--- src/rtl/cpu_pkg.sv ---
// -----------------------------------------------------------------------------
// cpu_pkg
// Shared definitions for the 16-bit CPU datapath (register file, ALU, decoder,
// writeback). Holds the datapath/register-select widths and the matching
// word/register-address types so every stage agrees on them.
// -----------------------------------------------------------------------------
package cpu_pkg;

  localparam int DATA_WIDTH = 16;
  localparam int ADDR_WIDTH = 2;
  localparam int NUM_REGS   = 4;

  typedef logic [DATA_WIDTH-1:0] word_t;
  typedef logic [ADDR_WIDTH-1:0] reg_addr_t;

endpackage : cpu_pkg

--- src/rtl/register_file.sv ---
// -----------------------------------------------------------------------------
// register_file
// Four-entry general-purpose register file (R0..R3, all writable, R0 is not
// hardwired to zero). Two combinational read ports feed the ALU operands and
// one clocked write port is driven by writeback. A synchronous active-high
// Reset clears every register and wins over a write on the same edge.
//
// Ports (positional order kept for existing instantiations):
//   RS        in   ADDR_WIDTH  read-port A register select
//   RT        in   ADDR_WIDTH  read-port B register select
//   RD        in   ADDR_WIDTH  write register select
//   WriteData in   DATA_WIDTH  value written to R[RD]
//   ReadRS    out  DATA_WIDTH  R[RS], combinational
//   ReadRT    out  DATA_WIDTH  R[RT], combinational
//   RegWrite  in   1           write enable
//   Clock     in   1           rising edge commits writes and reset
//   Reset     in   1           synchronous, active-high, clears all registers
// -----------------------------------------------------------------------------
module register_file #(
  parameter int DATA_WIDTH = cpu_pkg::DATA_WIDTH,
  parameter int ADDR_WIDTH = cpu_pkg::ADDR_WIDTH
) (
  input  logic [ADDR_WIDTH-1:0] RS,
  input  logic [ADDR_WIDTH-1:0] RT,
  input  logic [ADDR_WIDTH-1:0] RD,
  input  logic [DATA_WIDTH-1:0] WriteData,
  output logic [DATA_WIDTH-1:0] ReadRS,
  output logic [DATA_WIDTH-1:0] ReadRT,
  input  logic                  RegWrite,
  input  logic                  Clock,
  input  logic                  Reset
);

  // Depth follows the select width, so every address decodes to a register.
  localparam int NUM_REGS = 1 << ADDR_WIDTH;

  logic [DATA_WIDTH-1:0] regs_r [NUM_REGS];

  // Storage: synchronous clear has priority over the write port.
  always_ff @(posedge Clock) begin
    if (Reset) begin
      for (int i = 0; i < NUM_REGS; i++) begin
        regs_r[i] <= '0;
      end
    end else if (RegWrite) begin
      regs_r[RD] <= WriteData;
    end
  end

  // Read muxes are purely combinational with no write bypass: a read of the
  // register being written shows the old value until the committing edge.
  assign ReadRS = regs_r[RS];
  assign ReadRT = regs_r[RT];

endmodule : register_file

--- config.mk ---
export PLATFORM = sky130hd
export DESIGN_NAME = register_file
export DESIGN_NICKNAME = d
export VERILOG_FILES = /design/src/rtl/cpu_pkg.sv /design/src/rtl/register_file.sv
export SDC_FILE = /design/constraint.sdc
export NUM_CORES = 1
export LEC_CHECK = 0
export CAP_MARGIN = 40
export CORE_ASPECT_RATIO = 2
export CORE_UTILIZATION = 45
export CTS_CLUSTER_DIAMETER = 200
export DETAILED_ROUTE_END_ITERATION = 12
export MAX_ROUTING_LAYER = met4
export PLACE_DENSITY = 0.7
export REMOVE_ABC_BUFFERS = 1
export SLEW_MARGIN = 20
export SYNTH_ARGS = -nofsm -noshare
export SYNTH_HDL_FRONTEND = slang
export SYNTH_SLANG_ARGS = --single-unit
export TNS_END_PERCENT = 30
--- constraint.sdc ---
create_clock -name Clock -period 2.95 [get_ports Clock]
set_clock_uncertainty 0.1 [all_clocks]
set_input_delay 0.295 -clock Clock [delete_from_list [all_inputs] [get_ports Clock]]
set_output_delay 0.295 -clock Clock [all_outputs]
set_load 0.1 [all_outputs]
==> impl_metrics.env, run 1 <==
export IMPL_period_needed_ns=2.30
export IMPL_fin_setup_tns_ns=0
export IMPL_ys_types=15
export IMPL_synth_area_top_cells="edfxtp_1 60%, mux4_2 22%, and2_1 12%"
export IMPL_min_path_type="input pin to register"
export IMPL_track_usage_pct=22.0
export IMPL_synth_cells=182
export IMPL_n_antenna_cell=0
export IMPL_die_y_um=122
export IMPL_cp_startpoint="RS[0]"
export IMPL_outcome="complete, no violations"
export IMPL_routed_wl_um=6850
export IMPL_critPathMaxFanout=16
export IMPL_fin_nets=270
export IMPL_yosysSeqAreaShare_pct=59.5
export IMPL_worst_slew_pin_slew_ns=0.668
export IMPL_drive_gt1_share_pct=35.2
export IMPL_core_area_mm2=0.00694
export IMPL_critPathLaunchType="input pin"
export IMPL_fill_cells=477
export IMPL_cts_resized_gates=0
export IMPL_whs_path_depth=2
export IMPL_layout_common_cells="64 x and2_1, 64 x edfxtp_1, 32 x mux4_2, 32 x buf_12, 24 x clkdlybuf4s50_1"
export IMPL_multi_input_area_mm2=0.00122
export IMPL_pwr_share_seq_pct=35.7
export IMPL_hold_start="WriteData[3]"
export IMPL_clkPwrFrac_pct=34.8
export IMPL_switching_share_pct=30.7
export IMPL_wl_per_cell_um=20.1
export IMPL_synth_simple_gate_area_share_pct=14.4
export IMPL_clk_pin_slew_ns=0.05
export IMPL_hold_buffers=0
export IMPL_grt_antenna_before_repair=0
export IMPL_rsz0062_at_grt="no"
export IMPL_hold_viol=0
export IMPL_synth_warnings=0
export IMPL_finalCritPeriodShare_pct=77.9
export IMPL_setup_viol=0
export IMPL_required_ns=2.56
export IMPL_synth_compound_area_share_pct=1.01
export IMPL_start_util_pct=46.5
export IMPL_regMostFlops="regs_r"
export IMPL_yosys_register_bits=64
export IMPL_p_int_mw=2.16
export IMPL_dr_total_vias=1845
export IMPL_dp_hpwl_um=4520
export IMPL_synthXorXnorAreaFrac_pct=0
export IMPL_grt_pass1_vias=1995
export IMPL_cts_buffers=9
export IMPL_p_sw_mw=0.957
export IMPL_drt_iter0_drc=45
export IMPL_cts_sinks=64
export IMPL_die_w_um=61.9
export IMPL_drtAntennaViolNets=0
export IMPL_synth_fa_ha_area_share_pct=0
export IMPL_routabilityCongestion=0.765
export IMPL_seq_area_mm2=0.00192
export IMPL_dieArea_mm2=0.00754
export IMPL_post_cts_setup_buffers=0
export IMPL_slew_limit_headroom_pct=55.3
export IMPL_crit_end="ReadRS[0]"
export IMPL_critical_path_class="input pin to primary output"
export IMPL_cts_max_path_buffers=2
export IMPL_maxCapViolCount=0
export IMPL_post_route_drc_count=0
export IMPL_htreeDepth=3
export IMPL_muxShareOfSynthArea_pct=22.3
export IMPL_avgSynthCellArea_um2=17.7
export IMPL_firstDrtPassIters=4
export IMPL_rows=43
export IMPL_io_buffers=56
export IMPL_fmax_ghz=0.435
export IMPL_grt_first_pass_wirelength_um=10700
export IMPL_largest_reg_flops=64
export IMPL_endpoint_kind="primary output"
export IMPL_pin_count=57
export IMPL_root_buffer="clkbuf_16"
export IMPL_grt_overflow_total=0
export IMPL_peakVddDrop_uv=460
export IMPL_p_comb_share_pct=29.5
export IMPL_area_growth_syn_to_layout_pct=39.5
export IMPL_power_mw=3.11
export IMPL_power_leakage_nw=1.64
export IMPL_synth_area_mm2=0.00323
export IMPL_drt_vias_per_instance=5.43
export IMPL_cts_tree="built"
export IMPL_drv_slew=0
export IMPL_synth_top_family_by_area="multiplexers"
export IMPL_synth_top_area_cell="edfxtp_1"
export IMPL_reg_largest_list="regs_r x64"
export IMPL_pwr_density_cell_mw_per_mm2=691
export IMPL_synth_top_area_share_pct=59.5
export IMPL_grt_max_degree=17
export IMPL_cp_arrival_ns=1.90
==> cells in the mapped netlist, drive strengths merged <==
master  instances
nand2b          1
nor4b           1
clkbuf          3
inv             1
nor2b           1
buf             9
o21bai          2
a31o            2
and2           64
and4bb          2
edfxtp         64
mux4           32
==> worst min path at each step <==
stage                   endpoint  slack [ns]
finish              regs_r[0][3]        0.58
global route        regs_r[3][6]        0.60
CTS                 regs_r[3][3]        0.58
detailed placement  regs_r[3][3]        0.92
global placement    regs_r[2][3]        0.92
floorplan           regs_r[0][0]        0.39
==> kinds of logic after synthesis <==
logic type,Yosys count
compound gates,4
buf+inv,13
flops,64
mux,32
simple gates,69
==> routing by layer <==
layer  track usage, %  vias up  share of wire [%]
met4             9.03        0                2.0
li1                 -      842                  -
met3             4.25       12                3.6
met1             23.9      943                 36
met5                -        -                  0
met2             38.0       48                 58
==> power groups by stage <==
stage | registers (mW) | logic, mW | clock network (mW)
2_1_floorplan | 1.11 | 0.563 | 0
3_3_place_gp | 1.12 | 0.920 | 0
3_5_place_dp | 1.13 | 0.924 | 0
4_1_cts | 1.11 | 0.926 | 1.10
5_1_grt | 1.12 | 0.944 | 1.14
6_report | 1.11 | 0.918 | 1.08
==> cell type report <==
| class | count | area share, % |
|---|---|---|
| Tap cell | 90 | 2.50 |
| Clock inverter | 5 | 1.58 |
| Clock buffer | 11 | 5.17 |
| Sequential cell | 64 | 42.7 |
| Inverter | 1 | 0.0833 |
| Multi-Input combinational cell | 105 | 27.1 |
| Timing Repair Buffer | 64 | 20.9 |
==> metrics by stage <==
stage | hold WS [ns] | setup WS [ns] | cell area, µm² | std cells | util, %
after global routing | 0.602 | 0.583 | 4500 | 340 | 64.9
after global placement | 0.919 | 0.653 | 4200 | 324 | 60.5
after detailed placement | 0.924 | 0.650 | 4200 | 324 | 60.5
after floorplan | 0.393 | 1.22 | 3140 | 170 | -
final | 0.580 | 0.653 | 4500 | 340 | 64.9
after CTS | 0.582 | 0.640 | 4500 | 340 | 64.9
==> critical path, stage by stage <==
cell             delay (ns)
clkdlybuf4s50_1        0.47
buf_4                  0.33
mux4_2                 0.61
buf_12                 0.19
(Power assumes the default switching activity.)
==> inputs of run 2 (changes only) <==
clock period = 2.2 ns   (was 2.95 ns; I/O delays follow)
==> run 2 against run 1 <==
Hold slack lost 0.067 ns. Via count increased by 2.6%. Core utilization grew 1.5 points. Critical path depth is the same. First-iteration DRC count up 67%. Clock-buffer cell count fell by 1. Sequential cell count did not move. Design area up 2.3%. Total power is 31% higher.
==> impl_metrics.env, run 2 (synthesized netlist as in run 1, its figures left out) <==
export IMPL_clk_pin_slew_ns=0.05
export IMPL_fmax_ghz=0.494
export IMPL_dieArea_mm2=0.00754
export IMPL_drt_iter0_drc=75
export IMPL_drt_vias_per_instance=5.44
export IMPL_dp_cells=333
export IMPL_layout_cells_non_filler=348
export IMPL_cts_tree="built"
export IMPL_drive_gt1_share_pct=38.4
export IMPL_slew_limit_headroom_pct=77.2
export IMPL_critical_path_class="input pin to primary output"
export IMPL_cts_sinks=64
export IMPL_track_usage_pct=21.8
export IMPL_worst_slew_pin_slew_ns=0.341
export IMPL_post_dp_cell_area_mm2=0.00433
export IMPL_start_util_pct=46.5
export IMPL_drv_slew=0
export IMPL_rsz0062_at_grt="no"
export IMPL_regMostFlops="regs_r"
export IMPL_grt_overflow_total=0
export IMPL_setup_viol=0
export IMPL_dr_total_vias=1893
export IMPL_post_route_drc_count=0
export IMPL_reg_largest_list="regs_r x64"
export IMPL_post_cts_setup_buffers=0
export IMPL_pin_count=57
export IMPL_grt_max_degree=17
export IMPL_finalCritPeriodShare_pct=92.1
export IMPL_grt_first_pass_wirelength_um=10600
export IMPL_critPathLaunchType="input pin"
export IMPL_grt_antenna_before_repair=0
export IMPL_fin_setup_tns_ns=0
export IMPL_hold_start="WriteData[10]"
export IMPL_rows=43
export IMPL_hold_buffers=0
export IMPL_firstDrtPassIters=4
export IMPL_area_growth_syn_to_layout_pct=42.7
export IMPL_grt_pass1_vias=1981
export IMPL_hold_viol=0
export IMPL_critPathMaxFanout=16
export IMPL_core_area_mm2=0.00694
export IMPL_required_ns=1.88
export IMPL_routabilityCongestion=0.771
export IMPL_final_area_mm2=0.00461
export IMPL_cp_startpoint="RT[0]"
export IMPL_fin_nets=279
export IMPL_pwr_density_cell_mw_per_mm2=886
export IMPL_cts_resized_gates=0
export IMPL_die_w_um=61.9
export IMPL_holdWs_ns=0.513
export IMPL_cts_max_path_buffers=2
export IMPL_io_buffers=56
export IMPL_cts_buffers=9
export IMPL_n_antenna_cell=0
export IMPL_peakVddDrop_uv=585
export IMPL_cp_arrival_ns=1.71
export IMPL_die_y_um=122
export IMPL_min_path_type="input pin to register"
export IMPL_layout_common_cells="64 x and2_1, 64 x edfxtp_1, 37 x buf_12"
export IMPL_routed_wl_um=6780
export IMPL_root_buffer="clkbuf_16"
export IMPL_largest_reg_flops=64
export IMPL_outcome="complete, no violations"
export IMPL_endpoint_kind="primary output"
export IMPL_power_leakage_nw=1.71
export IMPL_period_needed_ns=2.03
export IMPL_seq_area_mm2=0.00192
export IMPL_dp_hpwl_um=4600
export IMPL_fill_cells=466
export IMPL_drtAntennaViolNets=0
export IMPL_multi_input_area_mm2=0.00122
export IMPL_wl_per_cell_um=19.5
export IMPL_maxCapViolCount=0
export IMPL_htreeDepth=3
-- run 2: cell types whose count changed in the layout (fill, tap and decap cells not counted) --
cell,before,now
clkbuf_1,2,1
buf_4,8,12
buf_12,32,37
clkinv_1,3,1
clkinv_2,0,3
bufinv_16,2,1
-- run 2: where the power goes --
| group | leakage, nW | switching, mW | internal, mW |
|---|---|---|---|
| logic | 0.937 | 0.769 | 0.487 |
| registers | 0.630 | 0.0421 | 1.45 |
| clock network | 0.140 | 0.480 | 0.858 |
-- run 2: worst max-delay path, stage by stage --
cell             delay [ns]
clkdlybuf4s50_1        0.51
buf_12                 0.20
mux4_2                 0.57
buf_12                 0.19
-- run 2: metrics by stage --
| stage | util, % | setup slack [ns] | total power, mW |
|---|---|---|---|
| floorplan | - | 0.546 | 2.25 |
| global placement | 62.4 | 0.171 | 2.76 |
| detailed placement | 62.4 | 0.179 | 2.78 |
| CTS | 66.4 | 0.164 | 4.11 |
| global route | 66.4 | 0.139 | 4.20 |
| finish | 66.4 | 0.175 | 4.08 |
-- run 2: final cells by class --
cell class | instances | area share (%)
Clock buffer | 10 | 4.97
Clock inverter | 5 | 1.06
Inverter | 1 | 0.0815
Multi-Input combinational cell | 105 | 26.5
Sequential cell | 64 | 41.7
Tap cell | 90 | 2.44
Timing Repair Buffer | 73 | 23.2
-- run 2: layer usage --
metal | up-vias | share of wire (%) | GRT usage, %
met5 | - | 0 | -
met4 | 0 | 2.9 | 11.0
met3 | 16 | 3.8 | 5.63
met2 | 61 | 55 | 33.1
met1 | 962 | 39 | 26.3
li1 | 854 | - | -
-- run 2: worst paths after layout --
| kind | slack [ns] | depth (start not counted) | endpoint |
|---|---|---|---|
| setup / recovery | 0.17 | 4 | ReadRT[10] |
| hold / removal | 0.51 | 2 | regs_r[2][10] |
==> inputs of run 3 (changes only) <==
CORE_MARGIN = 1.5   (was unset)
clock period = 2.65 ns   (was 2.2 ns; I/O delays follow)
==> run 3 against run 2 <==
Hold slack improved by 0.053 ns. Die area up 2.4%. Via count down 5.4%. Non-clock buffer count down 10. Clock-buffer cell count grew 3. Design area fell by 3.0%. First-iteration DRC count down 28%. Routed wire length decreased by 2.6%. Core utilization is 2.0 points lower. Sequential share of layout area grew 1.3 points.
==> impl_metrics.env, run 3 (synthesized netlist as in run 1, its figures left out) <==
export IMPL_drt_vias_per_instance=5.30
export IMPL_wl_per_cell_um=19.5
export IMPL_critical_path_class="input pin to primary output"
export IMPL_firstDrtPassIters=4
export IMPL_slew_limit_headroom_pct=54.1
export IMPL_pwr_density_cell_mw_per_mm2=727
export IMPL_hold_viol=0
export IMPL_htreeDepth=3
export IMPL_min_path_type="input pin to register"
export IMPL_cts_sinks=64
export IMPL_die_w_um=62.9
export IMPL_cp_arrival_ns=1.75
export IMPL_cp_cell_sequence="clkdlybuf4s50_1, buf_12, mux4_2, buf_12"
export IMPL_outcome="complete, no violations"
export IMPL_fin_nets=269
export IMPL_endpoint_kind="primary output"
export IMPL_peakVddDrop_uv=507
export IMPL_dieArea_mm2=0.00772
export IMPL_largest_reg_flops=64
export IMPL_slowest_delay_ns=0.57
export IMPL_core_area_mm2=0.00694
export IMPL_dp_hpwl_um=4350
export IMPL_required_ns=2.29
export IMPL_critPathMaxFanout=16
export IMPL_maxCapViolCount=0
export IMPL_die_y_um=123
export IMPL_pin_count=57
export IMPL_cts_resized_gates=0
export IMPL_start_util_pct=46.5
export IMPL_fin_setup_tns_ns=0
export IMPL_grt_antenna_before_repair=0
export IMPL_worst_slew_pin_slew_ns=0.685
export IMPL_power_leakage_nw=1.62
export IMPL_area_growth_syn_to_layout_pct=38.4
export IMPL_dp_cells=323
export IMPL_post_route_drc_count=0
export IMPL_cts_tree="built"
export IMPL_grt_max_degree=17
export IMPL_crit_family="buffers and inverters"
export IMPL_layout_cells_non_filler=338
export IMPL_layout_common_cells="64 x and2_1, 64 x edfxtp_1, 34 x buf_12"
export IMPL_cts_buffers=9
export IMPL_fin_util_pct=64.4
export IMPL_cp_common_cell="buf_12"
export IMPL_drt_iter0_drc=54
export IMPL_dr_total_vias=1790
export IMPL_clk_pin_slew_ns=0.05
export IMPL_rsz0062_at_grt="no"
export IMPL_cts_max_path_buffers=2
export IMPL_regMostFlops="regs_r"
export IMPL_post_cts_setup_buffers=0
export IMPL_drv_slew=0
export IMPL_grt_first_pass_wirelength_um=10300
export IMPL_setup_viol=0
export IMPL_cp_slowest_cell="mux4_2"
export IMPL_grt_overflow_total=0
export IMPL_track_usage_pct=19.6
export IMPL_fmax_ghz=0.473
export IMPL_routed_wl_um=6600
export IMPL_rows=43
export IMPL_period_needed_ns=2.11
export IMPL_critPathLaunchType="input pin"
export IMPL_root_buffer="clkbuf_16"
export IMPL_drive_gt1_share_pct=34.7
export IMPL_critPathBufInv=3
export IMPL_finalCritPeriodShare_pct=79.7
export IMPL_n_antenna_cell=0
export IMPL_routabilityCongestion=0.741
export IMPL_drtAntennaViolNets=0
export IMPL_hold_buffers=0
export IMPL_reg_largest_list="regs_r x64"
export IMPL_grt_pass1_vias=2024
export IMPL_io_buffers=56
run 3: changes by cell type in the layout (fill, tap and decap cells not counted), sizes merged:
| cell | change |
|---|---|
| bufinv | -1 |
| clkinv | -2 |
| buf | -10 |
| clkbuf | +3 |
run 3: through the flow:
| step | setup slack [ns] | power, mW | hold WS [ns] | area [µm²] |
|---|---|---|---|---|
| global route | 0.501 | 3.35 | 0.584 | 4470 |
| detailed placement | 0.542 | 2.29 | 0.895 | 4220 |
| finish | 0.537 | 3.25 | 0.566 | 4470 |
| CTS | 0.528 | 3.28 | 0.556 | 4470 |
| global placement | 0.529 | 2.28 | 0.888 | 4220 |
| floorplan | 0.951 | 1.87 | 0.363 | 3140 |
run 3: report_power, final:
| part | switching [mW] | total, mW | internal [mW] | leakage (nW) |
|---|---|---|---|---|
| registers | 0.0338 | 1.23 | 1.20 | 0.630 |
| logic | 0.635 | 1.03 | 0.390 | 0.874 |
| clock network | 0.369 | 0.989 | 0.620 | 0.119 |
run 3: routing by layer:
metal | share of wire, % | vias up | wire length (µm) | global-route usage [%]
li1 | - | 838 | - | -
met1 | 34 | 894 | 2250 | 18.9
met2 | 60 | 49 | 3980 | 35.2
met3 | 4.0 | 9 | 267 | 5.13
met4 | 1.5 | 0 | 99 | 10.0
met5 | 0 | - | 0 | -
run 3: worst paths after layout:
path / startpoint / endpoint / cells after the start / slack [ns]
setup / recovery: RT[0] / ReadRT[7] / 4 / 0.54
hold / removal: WriteData[12] / regs_r[0][12] / 2 / 0.57
run 3: area by class of cell:
type | count | area [µm²]
Clock inverter | 2 | 7.51
Fill cell | 486 | 2470
Inverter | 1 | 3.75
Clock buffer | 13 | 240
Multi-Input combinational cell | 105 | 1220
Sequential cell | 64 | 1920
Tap cell | 90 | 113
Timing Repair Buffer | 63 | 958
